## src/rtl/spi_regfile_rw.sv

```systemverilog
// spi_regfile_rw: SPI peripheral giving the controller read/write access to a
// NUM_REGS x DATA_W register file. Frame (MSB first): R/W bit (1 = write),
// ADDR_W address bits, DATA_W data bits. CPHA is 0; CPOL selects the idle level.
//
// state   | meaning
// --------+-----------------------------------------------------------------
// IDLE    | no frame in progress, waiting for cs falling edge
// CMD     | shifting in R/W bit and address
// WDATA   | shifting in write data; commit on the last bit
// RDATA   | shifting read data out on cipo
// DONE    | frame complete, sclk ignored until cs rises
module spi_regfile_rw #(
  parameter int NUM_REGS    = 5,
  parameter int ADDR_W      = 7,
  parameter int DATA_W      = 8,
  parameter int CPOL        = 0,
  parameter int SYNC_STAGES = 2
) (
  input  logic                         clk,
  input  logic                         rst,
  input  logic                         sclk,
  input  logic                         copi,
  input  logic                         cs,
  output logic                         cipo,
  output logic                         cipo_oe,
  output logic [NUM_REGS*DATA_W-1:0]   regs_flat,
  output logic                         wr_strobe,
  output logic [ADDR_W-1:0]            wr_addr,
  output logic                         frame_err
);

  localparam int          FRAME_LEN  = 1 + ADDR_W + DATA_W;
  localparam int          CNT_W      = $clog2(FRAME_LEN + 1);
  localparam logic        CPOL_L     = (CPOL != 0);
  localparam logic [31:0] NUM_REGS_U = NUM_REGS;

  typedef enum logic [2:0] {
    ST_IDLE,
    ST_CMD,
    ST_WDATA,
    ST_RDATA,
    ST_DONE
  } state_t;

  logic [SYNC_STAGES-1:0] sclk_sync_q, copi_sync_q, cs_sync_q;
  logic                   sclk_hist_q, cs_hist_q;
  logic                   sclk_s, copi_s, cs_s;
  logic                   lead_edge, trail_edge, cs_fall, cs_rise;

  state_t                 state_q, state_d;
  logic [CNT_W-1:0]       cnt_q, cnt_d;
  logic [ADDR_W-1:0]      cmd_q, cmd_d;       // R/W bit plus leading address bits
  logic [DATA_W-2:0]      data_q, data_d;     // write shift-in / read shift-out
  logic [ADDR_W-1:0]      addr_q, addr_d;
  logic                   cipo_q, cipo_d;
  logic                   wr_strobe_q, wr_strobe_d;
  logic [ADDR_W-1:0]      wr_addr_q, wr_addr_d;
  logic                   frame_err_q, frame_err_d;
  logic                   wr_en;

  logic [DATA_W-1:0]      regs_q [NUM_REGS];
  logic [ADDR_W:0]        cmd_full;
  logic [DATA_W-1:0]      data_full;
  logic [DATA_W-1:0]      rd_word;

  function automatic logic addr_in_range(input logic [ADDR_W-1:0] a);
    return (32'(a) < NUM_REGS_U);
  endfunction

  // Synchronise the SPI pins into clk and keep one history flop for edge detection.
  always_ff @(posedge clk or posedge rst) begin
    if (rst) begin
      sclk_sync_q <= {SYNC_STAGES{CPOL_L}};
      copi_sync_q <= '0;
      cs_sync_q   <= '1;
      sclk_hist_q <= CPOL_L;
      cs_hist_q   <= 1'b1;
    end else begin
      sclk_sync_q <= {sclk_sync_q[SYNC_STAGES-2:0], sclk};
      copi_sync_q <= {copi_sync_q[SYNC_STAGES-2:0], copi};
      cs_sync_q   <= {cs_sync_q[SYNC_STAGES-2:0], cs};
      sclk_hist_q <= sclk_sync_q[SYNC_STAGES-1];
      cs_hist_q   <= cs_sync_q[SYNC_STAGES-1];
    end
  end

  assign sclk_s     = sclk_sync_q[SYNC_STAGES-1];
  assign copi_s     = copi_sync_q[SYNC_STAGES-1];
  assign cs_s       = cs_sync_q[SYNC_STAGES-1];
  assign lead_edge  = (sclk_hist_q == CPOL_L) && (sclk_s != CPOL_L);
  assign trail_edge = (sclk_hist_q != CPOL_L) && (sclk_s == CPOL_L);
  assign cs_fall    = cs_hist_q && !cs_s;
  assign cs_rise    = !cs_hist_q && cs_s;

  assign cmd_full  = {cmd_q, copi_s};
  assign data_full = {data_q, copi_s};

  // Read mux for the address just completed; out-of-range addresses read as zero.
  always_comb begin
    rd_word = '0;
    for (int i = 0; i < NUM_REGS; i++) begin
      if (cmd_full[ADDR_W-1:0] == ADDR_W'(i)) rd_word = regs_q[i];
    end
  end

  // FSM state and datapath registers.
  always_ff @(posedge clk or posedge rst) begin
    if (rst) begin
      state_q     <= ST_IDLE;
      cnt_q       <= '0;
      cmd_q       <= '0;
      data_q      <= '0;
      addr_q      <= '0;
      cipo_q      <= 1'b0;
      wr_strobe_q <= 1'b0;
      wr_addr_q   <= '0;
      frame_err_q <= 1'b0;
    end else begin
      state_q     <= state_d;
      cnt_q       <= cnt_d;
      cmd_q       <= cmd_d;
      data_q      <= data_d;
      addr_q      <= addr_d;
      cipo_q      <= cipo_d;
      wr_strobe_q <= wr_strobe_d;
      wr_addr_q   <= wr_addr_d;
      frame_err_q <= frame_err_d;
    end
  end

  // Next-state and datapath logic; a cs falling edge restarts the frame from any state
  // and masks a leading edge seen in the same cycle.
  always_comb begin
    state_d     = state_q;
    cnt_d       = cnt_q;
    cmd_d       = cmd_q;
    data_d      = data_q;
    addr_d      = addr_q;
    cipo_d      = cipo_q;
    wr_strobe_d = 1'b0;
    wr_addr_d   = wr_addr_q;
    frame_err_d = frame_err_q;
    wr_en       = 1'b0;

    if (cs_fall) begin
      state_d = ST_CMD;
      cnt_d   = '0;
      cmd_d   = '0;
      data_d  = '0;
      cipo_d  = 1'b0;
    end else begin
      case (state_q)
        ST_IDLE: begin
          cipo_d = 1'b0;
        end
        ST_CMD: begin
          if (cs_rise) begin
            state_d     = ST_IDLE;
            frame_err_d = 1'b1;
            cipo_d      = 1'b0;
          end else if (lead_edge) begin
            if (cnt_q == CNT_W'(ADDR_W)) begin
              addr_d = cmd_full[ADDR_W-1:0];
              cnt_d  = '0;
              if (cmd_full[ADDR_W]) begin
                state_d = ST_WDATA;
                data_d  = '0;
              end else begin
                state_d = ST_RDATA;
                data_d  = rd_word[DATA_W-2:0];
                cipo_d  = rd_word[DATA_W-1];
              end
            end else begin
              cmd_d = cmd_full[ADDR_W-1:0];
              cnt_d = cnt_q + CNT_W'(1);
            end
          end
        end
        ST_WDATA: begin
          if (cs_rise) begin
            state_d     = ST_IDLE;
            frame_err_d = 1'b1;
            cipo_d      = 1'b0;
          end else if (lead_edge) begin
            if (cnt_q == CNT_W'(DATA_W - 1)) begin
              state_d = ST_DONE;
              if (addr_in_range(addr_q)) begin
                wr_en       = 1'b1;
                wr_strobe_d = 1'b1;
                wr_addr_d   = addr_q;
                frame_err_d = 1'b0;
              end else begin
                frame_err_d = 1'b1;
              end
            end else begin
              data_d = data_full[DATA_W-2:0];
              cnt_d  = cnt_q + CNT_W'(1);
            end
          end
        end
        ST_RDATA: begin
          // cnt counts data bits already sampled by the controller; the trailing edge
          // that follows the last address bit must not shift.
          if (cs_rise) begin
            state_d     = ST_IDLE;
            frame_err_d = 1'b1;
            cipo_d      = 1'b0;
          end else if (lead_edge) begin
            if (cnt_q == CNT_W'(DATA_W - 1)) begin
              state_d     = ST_DONE;
              cipo_d      = 1'b0;
              frame_err_d = !addr_in_range(addr_q);
            end else begin
              cnt_d = cnt_q + CNT_W'(1);
            end
          end else if (trail_edge && (cnt_q != '0)) begin
            cipo_d = data_q[DATA_W-2];
            data_d = data_q << 1;
          end
        end
        ST_DONE: begin
          cipo_d = 1'b0;
          if (cs_rise) state_d = ST_IDLE;
        end
        default: begin
          state_d = ST_IDLE;
          cipo_d  = 1'b0;
        end
      endcase
    end
  end

  // Register file: changes only on a committed write.
  always_ff @(posedge clk or posedge rst) begin
    if (rst) begin
      for (int i = 0; i < NUM_REGS; i++) regs_q[i] <= '0;
    end else begin
      for (int i = 0; i < NUM_REGS; i++) begin
        if (wr_en && (addr_q == ADDR_W'(i))) regs_q[i] <= data_full;
      end
    end
  end

  for (genvar g = 0; g < NUM_REGS; g++) begin : g_flat
    assign regs_flat[g*DATA_W +: DATA_W] = regs_q[g];
  end

  assign cipo      = cipo_q;
  assign cipo_oe   = !cs_s;
  assign wr_strobe = wr_strobe_q;
  assign wr_addr   = wr_addr_q;
  assign frame_err = frame_err_q;

endmodule

```

## config.mk

```make
export PLATFORM = sky130hd
export DESIGN_NAME = spi_regfile_rw
export DESIGN_NICKNAME = d
export VERILOG_FILES = /design/src/rtl/spi_regfile_rw.sv
export SDC_FILE = /design/constraint.sdc
export NUM_CORES = 1
export LEC_CHECK = 0
export BUFFER_PORTS_ARGS = -buffer_cell sky130_fd_sc_hd__buf_2
export CORE_ASPECT_RATIO = 0.6
export CORE_MARGIN = 2
export CORE_UTILIZATION = 30
export DETAILED_ROUTE_END_ITERATION = 6
export PLACE_DENSITY_LB_ADDON = 0.2
export RECOVER_POWER = 100
export REMOVE_ABC_BUFFERS = 1
export SLEW_MARGIN = 40
export SYNTH_ARGS = -nofsm -noshare
export SYNTH_HDL_FRONTEND = slang
export SYNTH_SLANG_ARGS = --single-unit
```

## constraint.sdc

```tcl
create_clock -name clk -period 3.2 [get_ports clk]
set_clock_uncertainty 0.15 [all_clocks]
set_input_delay 0.32 -clock clk [delete_from_list [all_inputs] [get_ports clk]]
set_output_delay 0.32 -clock clk [all_outputs]
set_load 0.01 [all_outputs]
```

== Yosys cells after proc, flatten, opt, wreduce, memory -nomap -nowiden ==
Index checks and enable logic that the tools add are counted.

* Bits in registers: 87
* Input port bits: 5
* Output and inout bits: 51
* Word-level logic and storage cells: 164

* $add $sub $neg: 1
* Magnitude comparators: 1
* Equality and inequality tests: 42
* Multiplexer cells: 66
* Bitwise operators: 4
* Reduce and logical (&&, ||, !) cells: 31

{| class="wikitable"
|+ Operators with widths
! operator !! count
|-
| two-way mux 7 bit || 16
|-
| != test 3 bit, second input constant || 17
|-
| two-way mux 8 bit || 5
|-
| two-way mux 5 bit || 7
|-
| == test 7 x 2 -> 1 bit, second input constant || 4
|-
| two-way mux 1 bit || 25
|-
| two-way mux 3 bit || 8
|-
| AND reduction 6 bit || 4
|-
| case mux 7 bit (3 select lines) || 1
|-
| == test 7 x 1 -> 1 bit, second input constant || 2
|-
| == test 7 x 3 -> 1 bit, second input constant || 2
|-
| logical NOT 7 bit || 2
|-
| != test 4 bit, second input constant || 3
|-
| case mux 3 bit (4 select lines) || 1
|-
| logical AND 1 bit || 10
|-
| != test 5 bit, second input constant || 2
|-
| case mux 5 bit (2 select lines) || 1
|-
| AND reduction 10 bit || 1
|-
| != test 2 bit, second input constant || 4
|-
| != test 4 x 1 -> 1 bit, second input constant || 2
|-
| < comparator 7 x 3 -> 1 bit, second input constant || 1
|-
| AND reduction 7 bit || 1
|-
| == test 3 x 2 -> 1 bit, second input constant || 2
|-
| case mux 1 bit (3 select lines) || 2
|-
| 15 further kinds || 22
|}

== Longest topological paths before layout ==
* Depth after elaboration: 12
* Depth in mapped cells: 8
* Depth with buffers taken out: 7

== Worst setup path before layout ==
No wires, ideal clock.

* Kind: reg-to-reg
* Start: register cs_sync_q[1]
* End: register regs_q, in the netlist regs_flat[10]
* Library setup time: 0.125 ns
* Data arrival time: 2.318 ns
* Data required time: 2.925 ns
* Path slack: 0.607 ns
* Cell stages (with the launch flop): 8
* Path buffers: 0
* Period minus slack after synthesis: 2.593 ns
* Cells stage by stage: dfstp_2 > inv_1 > ha_1 > or2_2 > nor3_1 > nand4b_1 > nor3b_4 > mux2_2

* Elaborated cells on any way between the ends: 7
* Those cells by class: mux: 3; reduce/logical: 4

{| class="wikitable"
|+ RTL lines
! item !! line !! text
|-
| start: declaration || 45 || <nowiki>logic [SYNC_STAGES-1:0] sclk_sync_q, copi_sync_q, cs_sync_q;</nowiki>
|-
| start signal: assignment || 81 || <nowiki>cs_sync_q <= {cs_sync_q[SYNC_STAGES-2:0], cs};</nowiki>
|-
| logical NOT 1 bit || n/a ||
|-
| named net cipo_oe || 25 || <nowiki>output logic cipo_oe,</nowiki>
|-
| logical AND 1 bit || 92 || <nowiki>assign cs_fall = cs_hist_q && !cs_s;</nowiki>
|-
| two-way mux 1 bit || 145 || <nowiki>if (cs_fall) begin</nowiki>
|-
| logical AND 1 bit || 239 || <nowiki>if (wr_en && (addr_q == ADDR_W'(i))) regs_q[i] <= data_full;</nowiki>
|-
| end signal: indexed assignment || 239 ||
|-
| end: declaration || 61 || <nowiki>logic [DATA_W-1:0] regs_q [NUM_REGS];</nowiki>
|}

The timed path passes the listed nets, and every way through them passes these cells.
A chain may end at the register's enable or synchronous reset.

== Final worst setup path ==
* Start: register cnt_q[0]
* End: register regs_q, in the netlist regs_flat[29]

* Word-level cells in the longest chain between the ends: 7

{| class="wikitable"
|+ Ends and longest elaborated chain
! item !! line !! text
|-
| start: declaration || 51 || <nowiki>logic [CNT_W-1:0] cnt_q, cnt_d;</nowiki>
|-
| start signal: assignment || 120 || <nowiki>cnt_q <= cnt_d;</nowiki>
|-
| == test 5 x 3 -> 1 bit || 185 || <nowiki>if (cnt_q == CNT_W'(DATA_W - 1)) begin</nowiki>
|-
| two-way mux 1 bit || 185 ||
|-
| two-way mux 1 bit || 184 || <nowiki>end else if (lead_edge) begin</nowiki>
|-
| two-way mux 1 bit || 180 || <nowiki>if (cs_rise) begin</nowiki>
|-
| two-way mux 1 bit || 152 || <nowiki>case (state_q)</nowiki>
|-
| two-way mux 1 bit || 145 ||
|-
| logical AND 1 bit || 239 ||
|}

Every way passes these cells.

==> qor_table.md <==
| Group | Parameter | This run |
|---|---|---|
| routing | DRT Pass-1 Iters | 5 |
| logic synthesis | Sequential fraction of the synthesis area | 0.511 |
| clocking | Clock insertion delay at the later pin of the skew report | 0.34 ns |
| clocking | Number of clock sinks | 87 |
| cells and area | Top library cells by usage in the layout, fill and taps aside | sky130_fd_sc_hd__dfrtp_1 (84), sky130_fd_sc_hd__mux2_2 (54), sky130_fd_sc_hd__clkbuf_1 (54), sky130_fd_sc_hd__nand2_1 (22), sky130_fd_sc_hd__o21ai_0 (21) |
| sta | Upper clock frequency limit | 0.351 GHz |
| worst setup path | Data required time at the worst endpoint | 3.27 ns |
| floorplan | Horizontal extent of the die | 158 um |
| cells and area | Final layout net count | 430 |
| sta | Final setup vio count | 0 |
| cells and area | Post-Route Utilization | 0.371 |
| power | Portion of total power attributed to the clock network | 0.364 |
| logic synthesis | Top FF cell, synth | sky130_fd_sc_hd__dfrtp_1 |
| place | HPWL after DPL | 7980 um |
| clocking | Cts bufs inserted | 9 |
| logic synthesis | Area fraction of the dominant cell type after synthesis | 0.493 |
| routing | Drt initial violations | 230 |
| clocking | Total number of H-tree levels | 3 |
| worst hold path | Endpoint of the worst hold path | copi_sync_q[1]$_DFF_PP0_ |
| sta | Post-route clock period utilization | 0.890 |
| logic synthesis | Number of enable-type register cells in the synthesized netlist | 0 |
| place | Weighted congestion reported at the end of routability-driven placement | 0.829 |
| global route | Initial antenna violation count | 0 |
| power | Switch Pwr | 1140 uW |
| logic synthesis | Netlist Area Pre-Place | 0.00426 mm^2 |
| worst setup path | Buffers and inverters on the worst path | 0 |
| sta | Total negative setup slack | 0 ns |
| logic synthesis | Number of distinct library cell variants in the gate-level netlist after synthesis | 61 |
| floorplan | Area of the die | 0.0152 mm^2 |
| worst setup path | CP max stage cell | sky130_fd_sc_hd__nor4_1 |
| clocking | CTS Root Cell | sky130_fd_sc_hd__clkbuf_16 |
| sta | Final Hold Vio Count | 0 |
| floorplan | Num rows | 33 |
| sta | Setup repair after global routing missed its margin | no |
| cells and area | Layout area overhead | 19.7% |
| routing | Number of vias in the routed layout | 3107 |
| power | Leakage dissipation | 0.00225 uW |
| routing | Average wire per cell in the routed design | 17.9 um |
| clocking | Clock Pin Slew Worst Setup and Hold Paths | 0.06 ns |
| sta | Shortest period the worst path allows | 2.85 ns |
| power | Share of total power consumed by net switching | 0.321 |
| clocking | CTS tree | yes |
| power | Relative contribution of sequential cells to total power | 0.375 |
| logic synthesis | Leading cell types by total area after synthesis | sky130_fd_sc_hd__dfrtp_1 (49%), sky130_fd_sc_hd__mux2_2 (14%), sky130_fd_sc_hd__mux4_2 (3.7%), sky130_fd_sc_hd__o21ai_0 (2.5%), sky130_fd_sc_hd__nand2b_1 (2.1%) |
| logic synthesis | Syn Area/Cell | 11.9 um^2 |
| global route | Pin count of the biggest net entering global routing | 35 |
| global route | First-pass GRT wire length | 17800 um |
| cells and area | Post-route cell area | 0.00510 mm^2 |
| logic synthesis | Synthesized flop and latch total | 87 |
| floorplan | Floorplan Core Area | 0.0137 mm^2 |
| logic synthesis | Synthesized-area fraction occupied by ao, oa, aoi and oai cells | 0.114 |
| power | Pint | 2410 uW |
| power | Total Power Consumption | 3560 uW |
| flow run | Maxcap violations | 1 |
| routing | Remaining number of nets flagged by the antenna check after routing | 0 |
| sta | Slew at the pin with the worst max-slew slack | 1.56 ns |
| cells and area | Number of inserted filler cells in the final layout | 1369 |
| routing | Drt drc | 0 |
| clocking | Post-CTS setup buffer count | 0 |
| place | # port buffers | 55 |
| cells and area | Proportion of layout cells with a drive suffix above 1 | 0.254 |
| logic synthesis | Post-Synth Adder-Cell Area | 0.0117 |
| worst setup path | CP cell instances | ha_1, nand4bb_1, nor4_1, and4b_1, nand2_1, mux2_2 |
| worst setup path | Highest net fanout along the worst path | 8 |
| sta | Number of slew-limit violations in the final report | 35 |
| sta | Worst hold margin | 0.197 ns |
| worst hold path | Worst hold path type | register to register |
| global route | Global-route usage over all layers | 0.157 |
| status | Status | finished with violations |
| worst setup path | Terminus of the critical flop-to-flop path | regs_flat[29]$_DFFE_PP0P_ |
| global route | Total global routing overflow | 0 |
| worst setup path | Origin of the critical flop-to-flop path | cnt_q[0]$_DFFE_PP0P_ |
| worst setup path | Critical Path Source Type | register |
| floorplan | Die height | 96.4 um |
| worst hold path | Cell depth of the worst min-delay path | 0 |
| logic synthesis | Yosys top cell by area | sky130_fd_sc_hd__dfrtp_1 |
| floorplan | I/O pin cnt | 56 |
| routing | Post-detailed-route via-to-cell ratio | 5.03 |
| worst setup path | Cells on worst reg2reg path | 6 |
| logic synthesis | Main combinational cell family by area after synthesis | multiplexers |
| clocking | Maximum clock insertion buffer count | 2 |
| worst setup path | Path type of the worst setup path | register to register |
| logic synthesis | Post-Synth Simple-Gate Area | 0.138 |
| logic synthesis | Yosys warning count | 0 |
| floorplan | Initial Utilization | 0.310 |
| worst hold path | Hold_sp | copi_sync_q[0]$_DFF_PP0_ |
| power | Combinational share of power | 0.261 |
| global route | Number of global-route vias before repair | 2996 |
| logic synthesis | Multiplexer area fraction after synthesis | 0.192 |
| logic synthesis | XOR/XNOR share of the synthesized area | 0 |
| sta | Remaining max-slew budget at the tightest pin | -0.0440 |
| cells and area | Leading cell type in the layout, fill and taps excluded | sky130_fd_sc_hd__dfrtp_1 |
| cells and area | Antenna diodes | 0 |
| worst setup path | Cell family with the largest share of critical-path delay | simple AND/OR/NAND/NOR gates |
| worst setup path | Reg-to-reg slack, setup | 0.35 ns |
| power | Total power density per cell area | 697 mW/mm^2 |
| status | Violations in the final reports | max-capacitance violations, max-slew violations |
| worst setup path | Data arrival at the endpoint of the critical path | 2.92 ns |
| worst setup path | Crit end category | register |
| logic synthesis | Number of cells produced by synthesis | 358 |
| worst setup path | Worst stage delay on the critical path | 0.51 ns |
| power | Peak supply drop | 0.000240 V |
| logic synthesis | Share of flip-flops with an asynchronous set or reset after synthesis | 1.00 |
| routing | Final WL | 11100 um |
| place | Area after detailed placement | 0.00480 mm^2 |
registers in the layout, indices dropped and copies added (netlist names), 3 cells and up:
signal and count:
addr_q 7, cmd_q 7, cnt_q 5, wr_addr 7
data_q 7, regs_flat 40, state_q 3
worst max path at each step:
stage	from	endpoint	slack, ns	cells past startpoint
global placement	cnt_q[0]$_DFFE_PP0P_	regs_flat[18]$_DFFE_PP0P_	0.49	7
global route	cnt_q[0]$_DFFE_PP0P_	regs_flat[29]$_DFFE_PP0P_	0.17	6
CTS	cs_sync_q[1]$_DFF_PP1_	regs_flat[1]$_DFFE_PP0P_	0.46	7
finish	cnt_q[0]$_DFFE_PP0P_	regs_flat[29]$_DFFE_PP0P_	0.35	6
floorplan	cs_sync_q[1]$_DFF_PP1_	regs_flat[8]$_DFFE_PP0P_	0.40	7
detailed placement	cs_sync_q[1]$_DFF_PP1_	regs_flat[1]$_DFFE_PP0P_	0.48	7
metrics by stage:
| stage | setup slack (ns) | cells |
|---|---|---|
| floorplan | 0.402 | 337 |
| global placement | 0.494 | 598 |
| detailed placement | 0.479 | 598 |
| CTS | 0.463 | 618 |
| global route | 0.172 | 618 |
| finish | 0.353 | 618 |
Yosys cell counts, types with 5 or more instances:
cell type                  instances
sky130_fd_sc_hd__nand2_1          21
sky130_fd_sc_hd__nor2_1           18
sky130_fd_sc_hd__a221oi_1          7
sky130_fd_sc_hd__nor3_1            5
sky130_fd_sc_hd__nand2b_1         14
sky130_fd_sc_hd__a21o_1            5
sky130_fd_sc_hd__mux4_2            7
sky130_fd_sc_hd__nor2b_1           9
sky130_fd_sc_hd__buf_2             6
sky130_fd_sc_hd__a21oi_1           7
sky130_fd_sc_hd__inv_1            13
sky130_fd_sc_hd__clkbuf_1         13
sky130_fd_sc_hd__nand3_1           6
sky130_fd_sc_hd__o21ai_0          21
sky130_fd_sc_hd__mux2_2           54
sky130_fd_sc_hd__dfrtp_1          84
metal layers:
| metal | up-vias | track usage | part of all wire | wire, um |
|---|---|---|---|---|
| met5 | - | 0 | 0 | 0 |
| met4 | 0 | 0.0341 | 0.0042 | 47 |
| met3 | 7 | 0.0414 | 0.067 | 739 |
| met2 | 99 | 0.203 | 0.40 | 4400 |
| met1 | 1558 | 0.253 | 0.53 | 5890 |
| li1 | 1443 | - | - | - |
power by group through the flow:
stage                     sequential [uW]  clock, uW  combinational [uW]
after CTS                            1330       1330                 935
after global placement               1350          0                 916
after detailed placement             1350          0                 927
after floorplan                      1360          0                 614
final                                1340       1290                 927
after global routing                 1360       1380                1030
cell type report:
class	instances	area [um^2]	area share
Sequential cell	87	2180	0.427
Multi-Input combinational cell	237	1930	0.378
Timing Repair Buffer	73	338	0.0662
Tap cell	192	240	0.0471
Clock buffer	9	225	0.0441
Clock inverter	7	143	0.0279
Inverter	13	50.0	0.00981
cell families after synthesis:
logic type,count (synthesis)
simple gates,99
compound gates,68
flops,87
mux,66
buf+inv,34
fa+ha+maj,4
timing repair:
action                                 CTS  global route
resized for setup                        0             0
hold buffers                             4             0
endpoints found under the hold margin   33             0
No activity file was read; power rests on OpenSTA's default activity.
